==> config.mk <==
export PLATFORM = sky130hd
export DESIGN_NAME = acc_sched
export DESIGN_NICKNAME = d
export VERILOG_FILES = /design/src/rtl/acc_sched_pkg.sv /design/src/rtl/acc_skew_chain.sv /design/src/rtl/acc_sched.sv
export SDC_FILE = /design/constraint.sdc
export NUM_CORES = 1
export LEC_CHECK = 0
export ABC_AREA = 1
export CAP_MARGIN = 20
export CORE_UTILIZATION = 48
export CTS_CLUSTER_DIAMETER = 200
export DETAILED_ROUTE_END_ITERATION = 12
export DONT_BUFFER_PORTS = 1
export GPL_TIMING_DRIVEN = 0
export PLACE_DENSITY = 0.7
export SLEW_MARGIN = 25
export SYNTH_ARGS = -nofsm -noshare
export SYNTH_HDL_FRONTEND = slang
export SYNTH_SLANG_ARGS = --single-unit
==> constraint.sdc <==
create_clock -name clk -period 4.72 [get_ports clk]
set_clock_uncertainty 0.15 [all_clocks]
set_input_delay 0.708 -clock clk [delete_from_list [all_inputs] [get_ports clk]]
set_output_delay 0.708 -clock clk [all_outputs]
set_load 0.02 [all_outputs]
==> src/rtl/acc_sched_pkg.sv <==
// -----------------------------------------------------------------------------
// acc_sched_pkg
//   Shared MMU accumulator-scheduler definitions:
//     - FSM state encodings (localparam constants used by the RTL) and a
//       matching enum type used for the debug state view
//     - ctrl_t: the per-column control bundle {wren, rden, sel, valid}
//     - mk_ctrl: helper that assembles a ctrl_t from its four fields
// -----------------------------------------------------------------------------
package acc_sched_pkg;

  // State encodings held in the controller's state register.
  localparam logic [1:0] ST_IDLE  = 2'd0;
  localparam logic [1:0] ST_ACCUM = 2'd1;
  localparam logic [1:0] ST_DRAIN = 2'd2;
  localparam logic [1:0] ST_FLUSH = 2'd3;

  // Same encodings as a named type, used for the exported debug state.
  typedef enum logic [1:0] {
    ACC_IDLE  = 2'd0,
    ACC_ACCUM = 2'd1,
    ACC_DRAIN = 2'd2,
    ACC_FLUSH = 2'd3
  } acc_state_e;

  // One column's worth of accumulator control for one cycle.
  //   wren  : push (psum + feedback) into the column FIFO
  //   rden  : pop the FIFO head at the clock edge
  //   sel   : feedback mux, 0 = zero, 1 = FIFO head
  //   valid : FIFO head is a finished sum presented downstream
  typedef struct packed {
    logic wren;
    logic rden;
    logic sel;
    logic valid;
  } ctrl_t;

  function automatic ctrl_t mk_ctrl(input logic wren, input logic rden,
                                    input logic sel, input logic valid);
    ctrl_t c;
    c.wren  = wren;
    c.rden  = rden;
    c.sel   = sel;
    c.valid = valid;
    return c;
  endfunction

endpackage

==> src/rtl/acc_skew_chain.sv <==
// -----------------------------------------------------------------------------
// acc_skew_chain
//   Shift register of ctrl_t bundles that reproduces the systolic array's
//   diagonal column skew. Tap s carries the column-0 bundle delayed s+1
//   cycles, so tap s drives accumulator column s+1.
//
// Ports
//   i_clk    : clock
//   i_rst_n  : asynchronous active-low reset, clears every stage
//   i_ctrl   : column-0 bundle for the current cycle
//   o_taps   : registered stages, o_taps[s] = i_ctrl delayed s+1 cycles
// -----------------------------------------------------------------------------
module acc_skew_chain
  import acc_sched_pkg::*;
#(
  parameter int STAGES = 15
) (
  input  logic                i_clk,
  input  logic                i_rst_n,
  input  ctrl_t               i_ctrl,
  output ctrl_t [STAGES-1:0]  o_taps
);

  ctrl_t [STAGES-1:0] r_stage;

  // A stalled column-0 cycle enters as an all-zero bundle, so stalls
  // ripple down the columns exactly like real beats do.
  always_ff @(posedge i_clk or negedge i_rst_n) begin
    if (!i_rst_n) begin
      r_stage <= '0;
    end else begin
      r_stage[0] <= i_ctrl;
      for (int s = 1; s < STAGES; s++) begin
        r_stage[s] <= r_stage[s-1];
      end
    end
  end

  assign o_taps = r_stage;

endmodule

==> src/rtl/acc_sched.sv <==
// -----------------------------------------------------------------------------
// acc_sched
//   Sequencing controller for the MMU accumulator bank. Walks K partial-sum
//   tiles of PE_SIZE rows into the per-column accumulator FIFOs, then drains
//   the finished sums, with every control line skewed one cycle per column.
//
// Ports
//   clk           : clock
//   rst_n         : asynchronous active-low reset (also the FIFO pointer reset)
//   start_i       : begin a job; ignored while busy_o=1
//   num_ktile_i   : K-tile count, sampled on an accepted start; 0 means 1
//   psum_valid_i  : column-0 psum row valid from the array (may gap)
//   out_ready_i   : downstream accepts a drained row (column-0 timing)
//   wren_o        : per-column FIFO write enable
//   rden_o        : per-column FIFO read enable (pop at edge, FWFT head)
//   sel_o         : per-column feedback select (0 = zero, 1 = FIFO head)
//   out_valid_o   : per-column drained-sum valid
//   tile_idx_o    : current tile index (column-0 view)
//   busy_o        : job in progress (any state other than IDLE)
//   done_o        : one-cycle pulse as the controller returns to IDLE
//   dbg_state_o   : FSM state, debug view
//
// Handshake: psum_valid_i and out_ready_i are per-cycle strobes. A cycle with
// the strobe high in the matching state is exactly one beat; a cycle with it
// low is a stall that holds all counters and emits an all-zero control
// bundle. There is no back-pressure toward the array: a psum row offered in
// ACCUM is always consumed.
// -----------------------------------------------------------------------------
module acc_sched
  import acc_sched_pkg::*;
#(
  parameter int PE_SIZE    = 16,
  parameter int FIFO_DEPTH = 16,
  parameter int KT_W       = 8
) (
  input  logic               clk,
  input  logic               rst_n,
  input  logic               start_i,
  input  logic [KT_W-1:0]    num_ktile_i,
  input  logic               psum_valid_i,
  input  logic               out_ready_i,
  output logic [PE_SIZE-1:0] wren_o,
  output logic [PE_SIZE-1:0] rden_o,
  output logic [PE_SIZE-1:0] sel_o,
  output logic [PE_SIZE-1:0] out_valid_o,
  output logic [KT_W-1:0]    tile_idx_o,
  output logic               busy_o,
  output logic               done_o,
  output acc_state_e         dbg_state_o
);

  // Row/beat counter also doubles as the flush-cycle counter.
  localparam int ROW_W = $clog2(PE_SIZE);

  // Each tile pushes PE_SIZE words per column before anything is popped
  // again, so a shallower FIFO would overflow on the first tile.
  if (FIFO_DEPTH < PE_SIZE) begin : g_bad_depth
    $error("acc_sched: FIFO_DEPTH (%0d) must be >= PE_SIZE (%0d)", FIFO_DEPTH, PE_SIZE);
  end
  // The skew chain needs at least one stage and FLUSH at least one cycle.
  if (PE_SIZE < 2) begin : g_bad_pe
    $error("acc_sched: PE_SIZE (%0d) must be >= 2", PE_SIZE);
  end

  logic [1:0]       r_state;
  logic [KT_W-1:0]  r_k;
  logic [KT_W-1:0]  r_tile;
  logic [ROW_W-1:0] r_row;
  logic             r_done;

  logic [KT_W-1:0]  w_k_req;
  logic             w_row_last;
  logic             w_tile_last;
  logic             w_flush_last;
  ctrl_t            w_c0;
  ctrl_t [PE_SIZE-2:0] w_taps;
  ctrl_t [PE_SIZE-1:0] w_col;

  // A K of zero would never leave ACCUM; run it as a single tile.
  assign w_k_req      = (num_ktile_i == '0) ? KT_W'(1) : num_ktile_i;
  assign w_row_last   = (r_row == ROW_W'(PE_SIZE - 1));
  assign w_flush_last = (r_row == ROW_W'(PE_SIZE - 2));
  assign w_tile_last  = (r_tile == (r_k - KT_W'(1)));

  // ---------------------------------------------------------------------------
  // Control FSM
  //   IDLE  -> ACCUM on start_i
  //   ACCUM -> DRAIN after the last row of tile K-1
  //   DRAIN -> FLUSH after PE_SIZE drain beats
  //   FLUSH -> IDLE after PE_SIZE-1 cycles, raising done for one cycle
  // ---------------------------------------------------------------------------
  always_ff @(posedge clk or negedge rst_n) begin
    if (!rst_n) begin
      r_state <= ST_IDLE;
      r_k     <= '0;
      r_tile  <= '0;
      r_row   <= '0;
      r_done  <= 1'b0;
    end else begin
      r_done <= 1'b0;
      case (r_state)
        ST_IDLE: begin
          if (start_i) begin
            r_k     <= w_k_req;
            r_tile  <= '0;
            r_row   <= '0;
            r_state <= ST_ACCUM;
          end
        end
        ST_ACCUM: begin
          if (psum_valid_i) begin
            if (w_row_last) begin
              r_row <= '0;
              // The final tile index is kept so tile_idx_o reads K-1
              // through DRAIN and FLUSH.
              if (w_tile_last) begin
                r_state <= ST_DRAIN;
              end else begin
                r_tile <= r_tile + KT_W'(1);
              end
            end else begin
              r_row <= r_row + ROW_W'(1);
            end
          end
        end
        ST_DRAIN: begin
          if (out_ready_i) begin
            if (w_row_last) begin
              r_row   <= '0;
              r_state <= ST_FLUSH;
            end else begin
              r_row <= r_row + ROW_W'(1);
            end
          end
        end
        ST_FLUSH: begin
          // Wait for the last drain beat to reach column PE_SIZE-1.
          if (w_flush_last) begin
            r_row   <= '0;
            r_state <= ST_IDLE;
            r_done  <= 1'b1;
          end else begin
            r_row <= r_row + ROW_W'(1);
          end
        end
        default: r_state <= ST_IDLE;
      endcase
    end
  end

  // ---------------------------------------------------------------------------
  // Column-0 control decode (Mealy on state and the beat strobes).
  // Tile 0 accumulates onto zero without popping; later tiles pop the head
  // and feed it back in the same cycle the new sum is pushed.
  // ---------------------------------------------------------------------------
  always_comb begin
    w_c0 = mk_ctrl(1'b0, 1'b0, 1'b0, 1'b0);
    case (r_state)
      ST_ACCUM: begin
        if (psum_valid_i) begin
          w_c0 = mk_ctrl(1'b1, (r_tile != '0), (r_tile != '0), 1'b0);
        end
      end
      ST_DRAIN: begin
        if (out_ready_i) begin
          w_c0 = mk_ctrl(1'b0, 1'b1, 1'b1, 1'b1);
        end
      end
      default: w_c0 = mk_ctrl(1'b0, 1'b0, 1'b0, 1'b0);
    endcase
  end

  acc_skew_chain #(
    .STAGES (PE_SIZE - 1)
  ) u_skew (
    .i_clk   (clk),
    .i_rst_n (rst_n),
    .i_ctrl  (w_c0),
    .o_taps  (w_taps)
  );

  // Column 0 is the live decode; column j is chain tap j-1.
  assign w_col = {w_taps, w_c0};

  for (genvar j = 0; j < PE_SIZE; j++) begin : g_col
    assign wren_o[j]      = w_col[j].wren;
    assign rden_o[j]      = w_col[j].rden;
    assign sel_o[j]       = w_col[j].sel;
    assign out_valid_o[j] = w_col[j].valid;
  end

  assign tile_idx_o  = r_tile;
  assign busy_o      = (r_state != ST_IDLE);
  assign done_o      = r_done;
  assign dbg_state_o = acc_state_e'(r_state);

endmodule

# Word-level counts from Yosys, hierarchy flattened
# Cells that the tools add are included.
# word_totals
reg_bits	83
latchBits	0
ramBits	0
mem_bits_ro	0
out_inout_bits	76
wordCells	116
mem_count	0
# classes
n_addsub	3
multipliers	0
n_div	0
magnitude_cmp	0
n_eq_ne	14
shift	0
muxes	25
n_bitwise	0
n_reduce_logical	9
# op_table
cell	count
8-bit two-way mux	5
4-bit two-way mux	6
2-bit inequality test, second input constant	8
4-bit one-hot mux with 4 select lines	1
8-bit one-hot mux with 2 select lines	1
2-bit two-way mux	7
8-bit by 1-bit adder with 8-bit output, second input constant	1
4-bit == test, second input constant	2
8-bit == test	1
8-bit zero test	1
2-bit one-hot mux with 4 select lines	1
4-bit one-hot mux with 2 select lines	1
8-bit nonzero test	1
8-bit by 1-bit subtractor with 8-bit output, second input constant	1
7-bit AND reduction	1
5-bit AND reduction	1
4-bit by 1-bit adder with 4-bit output, second input constant	1
2-bit == test, second input constant	2
2-bit nonzero test	2
3-bit two-way mux	1
3-bit AND reduction	1
2-bit by 1-bit == test with 1-bit output, second input constant	1
2-bit zero test	1
1-bit two-way mux	2
2-bit AND reduction	1

# Logic depth before layout (Yosys ltp)
# Gate-level depths: netlist (run 1).
# depth
word_depth	6
mapped_depth	14
ltp_nobuf	14

# Hierarchy
# A second synthesis (run 1) with hierarchy kept.
# unflattened
hier_cells	319
hier_area_um2	3344.5
# by_module_without_submodules
mod	n_inst	cells_per_inst	area_per_inst_um2
acc_sched	1	259	1843.0
acc_skew_chain	1	60	1501.4

# Least setup slack after synthesis (run 1)
# No wires, ideal clock.
# synth_path
path_kind	register to output
startpoint	register r_state[0] (netlist: dbg_state_o[0])
endpoint	output port sel_o[0]
t_arrival_ps	2163
required_time_ps	3862
path_slack_ps	1699
stages_incl_launch_ff	7
n_path_buf	1
path_cell_list	dfrtp_1 inv_1 ha_1 inv_1 nor3_1 o21bai_1 buf_4
# synth_via
elab_chain_cells	2
elab_cells_between_ends	3
classes_between	2 x eq/ne; 1 x mux
# synth_rtl
element	line_no	source
start: declaration	acc_sched.sv:65	logic [1:0] r_state;
start signal: assignment	acc_sched.sv:94	r_state <= ST_IDLE;
start signal: assignment	acc_sched.sv:107	r_state <= ST_ACCUM;
start signal: assignment	acc_sched.sv:117	r_state <= ST_DRAIN;
2-bit == test or 2-bit by 1-bit == test with 1-bit output (tied branches)	acc_sched.sv:158	case (r_state)
4-bit one-hot mux with 2 select lines (*)	acc_sched.sv:158	
end: declaration	acc_sched.sv:44	output logic [PE_SIZE-1:0] sel_o,
# Mark *: on every way between the ends. The rest lies on a longest branch, timed or not.

# Worst setup path in the final report (run 1)
# Ends and elaborated chain as after synthesis.

==> flow_summary_export.csv, run 1 <==
group,metric,value,unit
cells_and_area,fill_cells,523,
power,p_switching,1020,uW
synthesis,syn_nets,328,
placement,pre_cts_slack,1.38,ns
synthesis,netlist_instances,304,
worst_setup_path,ff2ff_path_depth,5,
synthesis,yosysUniqueCellTypes,31,
cells_and_area,area_delta_synth_final,11.8,%
clocking,cts_hold_buf,1,
synthesis,synthArstFlopShare,100,%
sta,slew_violations,0,
power,power,2320,uW
power,p_int,1300,uW
synthesis,yosysWarnings,0,
global_route,grt_overflow,0,
sta,max_freq,272,MHz
global_route,gr-usage-all-layers,19.8,%
synthesis,ys.flop_type,"dfrtp_1",
power,pwr-share-clk,23.1,%
clocking,cts_num_sinks,68,
floorplanning,start_util,49.9,%
worst_setup_path,r2r_start,"dbg_state_o[0]$_DFFE_PN0P_",
sta,fin_tns_setup,0,ns
run,cap_viol_max_count,0,
synthesis,yosysSeqAreaShare,57.3,%
worst_setup_path,r2r_end,"u_skew.o_taps[2]$_DFF_PN0_",
cells_and_area,diodes,0,
routing,drt-total-wl,5880,um
routing,dr.pass1.iters,4,
clocking,ctsHtreeMaxLevel,3,
floorplanning,fp.coreArea,5960,um^2
cells_and_area,stdcell_count,396,
global_route,first_global_vias,2026,
placement,finalWeightedCongestion,0.868,
sta,tightest_slew,0.844,ns
power,leakage,0.00174,uW
global_route,grt_pass1_wl,9380,um
synthesis,synth_commonest_cells,"68 x dfrtp_1, 65 x nand2_1, 36 x inv_1",
power,vdd_ir_drop_max,0.377,mV
synthesis,synth_top_area_share,57.3,%
clocking,root_buffer,"clkbuf_8",
routing,met3_length,598,um
synthesis,synth.most_common_cell,"dfrtp_1",
sta,rsz0062_at_grt,"no",
clocking,clock_latency,0.34,ns
worst_setup_path,reg2reg_slack,2.18,ns
routing,ant_nets,0,
routing,wire_per_inst,14.8,um
sta,period_needed,3.67,ns
synthesis,syn_avg_cell_area,9.77,um^2
cells_and_area,drive_gt1_share,16.5,%
sta,slew_headroom,43.3,%
sta,setup_ws,1.05,ns
global_route,antenna_found_initial,0,
worst_setup_path,cp.required,3.86,ns
clocking,path_clk_slew,0.08,ns
floorplanning,die_x,80.7,um
routing,initialDrtViolationCount,113,
power,power-per-cell-area,699,nW/um^2
routing,top_layer,"met4",
worst_setup_path,setup.worst_path.start,"dbg_state_o[0]$_DFFE_PN0P_",
placement,dp_hpwl,4230,um
floorplanning,row_count,28,
sta,hold_violations,0,
sta,min_period_over_period,77.8,%
worst_setup_path,critPathLaunchType,"flop",
worst_setup_path,critical_path_class,"flop to output pin",
synthesis,ys_top_cells_by_area,"dfrtp_1 57%, nand2_1 8.2%, ha_1 4.6%",
routing,via_per_inst,5.18,
placement,io_buffers,0,
clocking,cts_buffers,9,
routing,wl_met1,2490,um
routing,met2_length,2710,um
power,switching_share,44.0,%
power,seqPwrFrac,45.9,%
floorplanning,fp.dieH,80.7,um
synthesis,syn-cell-area,2970,um^2
synthesis,synth-seq-cells,68,
cells_and_area,nNetsFinal,340,
min_path,hold_path.class,"primary input to asynchronous set/reset pin",
synthesis,yosysTopAreaCell,"dfrtp_1",
sta,finalSetupViolations,0,
clocking,post_cts_resized,0,
clocking,cts_tree,"done",
worst_setup_path,cp.arrival,2.81,ns
placement,dp_cells,379,
worst_setup_path,endpoint_kind,"output pin",
worst_setup_path,crit_path_max_fanout,5,
global_route,grt_max_degree,69,
synthesis,synth_edf_count,0,
clocking,post_cts_buffers,0,
floorplanning,dieArea,6500,um^2
clocking,clock_path_buffers,2,
routing,vias,2052,
worst_setup_path,cp-endpoint,"sel_o[0]",
routing,post-route-drc-count,0,
run_status,status,"completed",
power,combPwrFrac,31.0,%
floorplanning,ios,89,
==> layout make-up <==
class	instances	area, um^2	area share (%)
Multi-Input combinational cell	177	985	29.7
Clock inverter	7	105	3.17
Sequential cell	68	1700	51.3
Timing Repair Buffer	1	27.5	0.829
Inverter	41	154	4.64
Clock buffer	9	124	3.73
Buffer	18	129	3.88
Tap cell	75	93.8	2.83
==> registers in the layout, summed over array words and instances, names as in the netlist <==
signal         cells
dbg_state_o        2
done_o             1
r_k                8
r_row              4
tile_idx_o         8
u_skew.o_taps     45
==> metal layers <==
| layer | track usage [%] | vias to the layer above |
|---|---|---|
| met5 | 0 | - |
| met1 | 23.3 | 973 |
| met3 | 9.32 | 8 |
| li1 | - | 979 |
| met4 | 7.50 | 0 |
| met2 | 31.1 | 92 |
==> layout by cell type (no fill, tap or decap), types with 2 or more instances in the layout <==
cell type / synthesis / routed
nand3_2: 2 / 2
a21oi_1: 5 / 5
nor3_1: 6 / 6
nand4_1: 12 / 12
inv_6: 0 / 2
xor2_1: 8 / 8
nand2_2: 2 / 2
clkbuf_8: 0 / 9
nand3_1: 19 / 19
bufinv_16: 0 / 2
nor2_1: 21 / 21
inv_2: 5 / 5
inv_1: 36 / 36
ha_1: 11 / 11
nand2_1: 65 / 65
o21bai_1: 2 / 2
buf_4: 16 / 16
dfrtp_1: 68 / 68
nand3b_1: 2 / 2
o21ai_0: 8 / 8
nor2_2: 3 / 3
==> worst max-delay path: stages (launching register included) <==
cell      delay, ns
dfrtp_1        0.53
inv_1          0.13
ha_1           0.35
inv_1          0.10
nor3_1         0.71
o21bai_1       0.40
buf_4          0.25
==> power by group through the flow <==
stage                     clock network, uW  registers, uW  logic (uW)
after floorplan                           0           1020         598
after global placement                    0           1070         691
after detailed placement                  0           1080         706
after CTS                               552           1070         722
after global routing                    581           1090         812
final                                   536           1060         719
==> worst min-delay path by stage <==
stage / from / to
after floorplan: rst_n / dbg_state_o[0]$_DFFE_PN0P_
after global placement: rst_n / u_skew.o_taps[54]$_DFF_PN0_
after detailed placement: rst_n / u_skew.o_taps[58]$_DFF_PN0_
after CTS: rst_n / tile_idx_o[3]$_DFFE_PN0P_
after global routing: rst_n / tile_idx_o[3]$_DFFE_PN0P_
final: rst_n / tile_idx_o[3]$_DFFE_PN0P_
==> through the flow <==
stage / util [%] / area, um^2 / hold slack (ns)
after floorplan: - / 2970 / 0.262
after global routing: 55.7 / 3320 / 0.0835
after detailed placement: 51.4 / 3060 / 0.264
after global placement: 51.4 / 3060 / 0.264
final: 55.7 / 3320 / 0.0821
after CTS: 55.7 / 3320 / 0.0885
==> cells by family after synthesis <==
family / count (synthesis) / synth area share [%]
AO/OA/AOI/OAI: 20 / 4.21
XOR/XNOR: 9 / 2.66
adder cells (fa/ha/maj): 11 / 4.64
buffers and inverters: 59 / 9.52
flip-flops: 68 / 57.3
AND/OR/NAND/NOR: 137 / 21.7
No activity file was read; power rests on OpenSTA's default activity.
==> run 2: changes to the inputs <==
==> constraint.sdc (replaced) <==
create_clock -name clk -period 3.49 [get_ports clk]
set_clock_uncertainty 0.15 [all_clocks]
set_input_delay 0.5235 -clock clk [delete_from_list [all_inputs] [get_ports clk]]
set_output_delay 0.5235 -clock clk [all_outputs]
set_load 0.02 [all_outputs]
==> run 2 against run 1 <==
Against the previous run:
- power up 35%
- die area stayed put
- final area grew 0.45%
- first-iteration DRC count shrank 2.7%
- flip-flop and latch count did not move
- via count increased by 0.83%
- clock-buffer cell count unchanged
- clock power increased by 35%
- largest power group unchanged
- sequential power increased by 36%
- setup slack worse by 0.77 ns
==> flow_summary_export.csv, run 2 (synthesis gave the netlist of run 1 again) <==
group,metric,value,unit
sta,min_period_over_period,92.0,%
power,leakage,0.00175,uW
placement,finalWeightedCongestion,0.868,
clocking,ctsHtreeMaxLevel,3,
floorplanning,start_util,49.9,%
global_route,gr-usage-all-layers,19.8,%
sta,slew_headroom,56.1,%
global_route,antenna_found_initial,0,
worst_setup_path,cp_slowest_cell,"dfrtp_1",
cells_and_area,largest_reg_flops,45,
routing,dr.pass1.iters,4,
sta,hold_ws,0.142,ns
sta,max_freq,312,MHz
floorplanning,die_x,80.7,um
routing,post-route-drc-count,0,
min_path,hold_path.class,"primary input to flop",
worst_setup_path,ff2ff_path_depth,10,
floorplanning,fp.dieH,80.7,um
cells_and_area,final_cell_mix,"68 x dfrtp_1, 65 x nand2_1, 36 x inv_1",
worst_setup_path,critical_path_class,"flop to output pin",
sta,fin_tns_setup,0,ns
cells_and_area,stdcell_count,397,
sta,rsz0062_at_grt,"no",
clocking,cts_tree,"done",
routing,vias,2069,
clocking,cts_buffers,9,
min_path,min_path_cells,2,
power,power-per-cell-area,942,nW/um^2
cells_and_area,drive_gt1_share,16.8,%
cells_and_area,area_delta_synth_final,12.3,%
worst_setup_path,cpMostUsedCell,"inv_1",
cells_and_area,diodes,0,
clocking,root_buffer,"clkbuf_8",
global_route,first_global_vias,2026,
global_route,grt_pass1_wl,9380,um
floorplanning,ios,89,
worst_setup_path,crit_chain,"inv_1 > ha_1 > inv_1 > nor3_2 > o21bai_1 > buf_4",
global_route,grt_max_degree,69,
clocking,clock_path_buffers,2,
sta,period_needed,3.21,ns
cells_and_area,nNetsFinal,341,
global_route,grt_overflow,0,
routing,ant_nets,0,
floorplanning,dieArea,6500,um^2
worst_setup_path,critPathLaunchType,"flop",
sta,slew_violations,0,
routing,wire_per_inst,14.8,um
worst_setup_path,endpoint_kind,"output pin",
worst_setup_path,cp.required,2.82,ns
run_status,status,"completed",
power,vdd_ir_drop_max,0.512,mV
sta,finalSetupViolations,0,
placement,dp_hpwl,4230,um
worst_setup_path,max_stage_delay,0.54,ns
worst_setup_path,crit_path_max_fanout,5,
routing,via_per_inst,5.21,
routing,initialDrtViolationCount,110,
worst_setup_path,cp.arrival,2.54,ns
floorplanning,row_count,28,
routing,drt-total-wl,5880,um
placement,io_buffers,0,
cells_and_area,layout_commonest_cell,"dfrtp_1",
sta,tightest_slew,0.659,ns
placement,dp_cells,379,
floorplanning,fp.coreArea,5960,um^2
clocking,path_clk_slew,0.08,ns
clocking,cts_num_sinks,68,
sta,hold_violations,0,
clocking,post_cts_buffers,0,
run,cap_viol_max_count,0,
clocking,clock_latency,0.34,ns
==> run 2: cell count changes in the layout (fill, tap and decap cells not counted), sizes merged <==
cell         change
dlygate4sd3      +1
==> run 2: final timing paths <==
kind	start	end	slack [ns]
worst max-delay path	dbg_state_o[0]$_DFFE_PN0P_	sel_o[0]	0.28
min in group asynchronous	rst_n	tile_idx_o[3]$_DFFE_PN0P_	0.57
worst min-delay path	num_ktile_i[6]	r_k[6]$_DFFE_PN0P_	0.14
worst max register to register	dbg_state_o[0]$_DFFE_PN0P_	dbg_state_o[0]$_DFFE_PN0P_	1.12
worst min register to register	r_k[7]$_DFFE_PN0P_	r_k[7]$_DFFE_PN0P_	0.35
max in group asynchronous	rst_n	u_skew.o_taps[14]$_DFF_PN0_	2.35
==> run 2: power by group <==
part	switching [uW]	internal (uW)	total [uW]	leakage, uW
logic	638	340	978	0.000724
clock network	310	413	723	0.000112
registers	434	1010	1440	0.000913
==> run 2: layout make-up <==
type	count	area [um^2]
fill	524	2620
sequential	68	1700
multi-input combinational	177	990
inverter	41	154
buffer	18	129
clock buffer	9	124
clock inverter	7	105
tap	75	93.8
timing repair buffer	2	37.5
==> run 2: timing repair <==
item                                   CTS  global route
setup endpoints to repair                1             0
hold buffers                             2             0
endpoints found under the hold margin   68             0
gates resized for setup                  1             0
==> run 2: worst max-delay path, delay by kind of cell, from the launching register on <==
| kind | cells | cell delay (ns) |
|---|---|---|
| buffers and inverters | 3 | 0.49 |
| AND/OR/NAND/NOR | 1 | 0.45 |
| AO/OA/AOI/OAI | 1 | 0.37 |
| adder cells (fa/ha/maj) | 1 | 0.35 |
| flip-flops | 1 | 0.54 |
==> run 2: per-stage QoR <==
step | setup WS, ns | cell area, um^2 | util [%] | power [uW]
6_report | 0.281 | 3330 | 56.0 | 3140
5_1_grt | 0.125 | 3330 | 56.0 | 3370
4_1_cts | 0.232 | 3330 | 56.0 | 3170
3_5_place_dp | 0.332 | 3060 | 51.4 | 2410
3_3_place_gp | 0.362 | 3060 | 51.4 | 2380
2_1_floorplan | 0.654 | 2970 | - | 2190
==> run 2: layer usage <==
metal | wire length [um] | track usage (%) | up-vias
met2 | 2670 | 31.1 | 94
li1 | - | - | 984
met3 | 593 | 9.32 | 7
met4 | 75 | 7.50 | 0
met5 | 0 | 0 | -
met1 | 2540 | 23.3 | 984
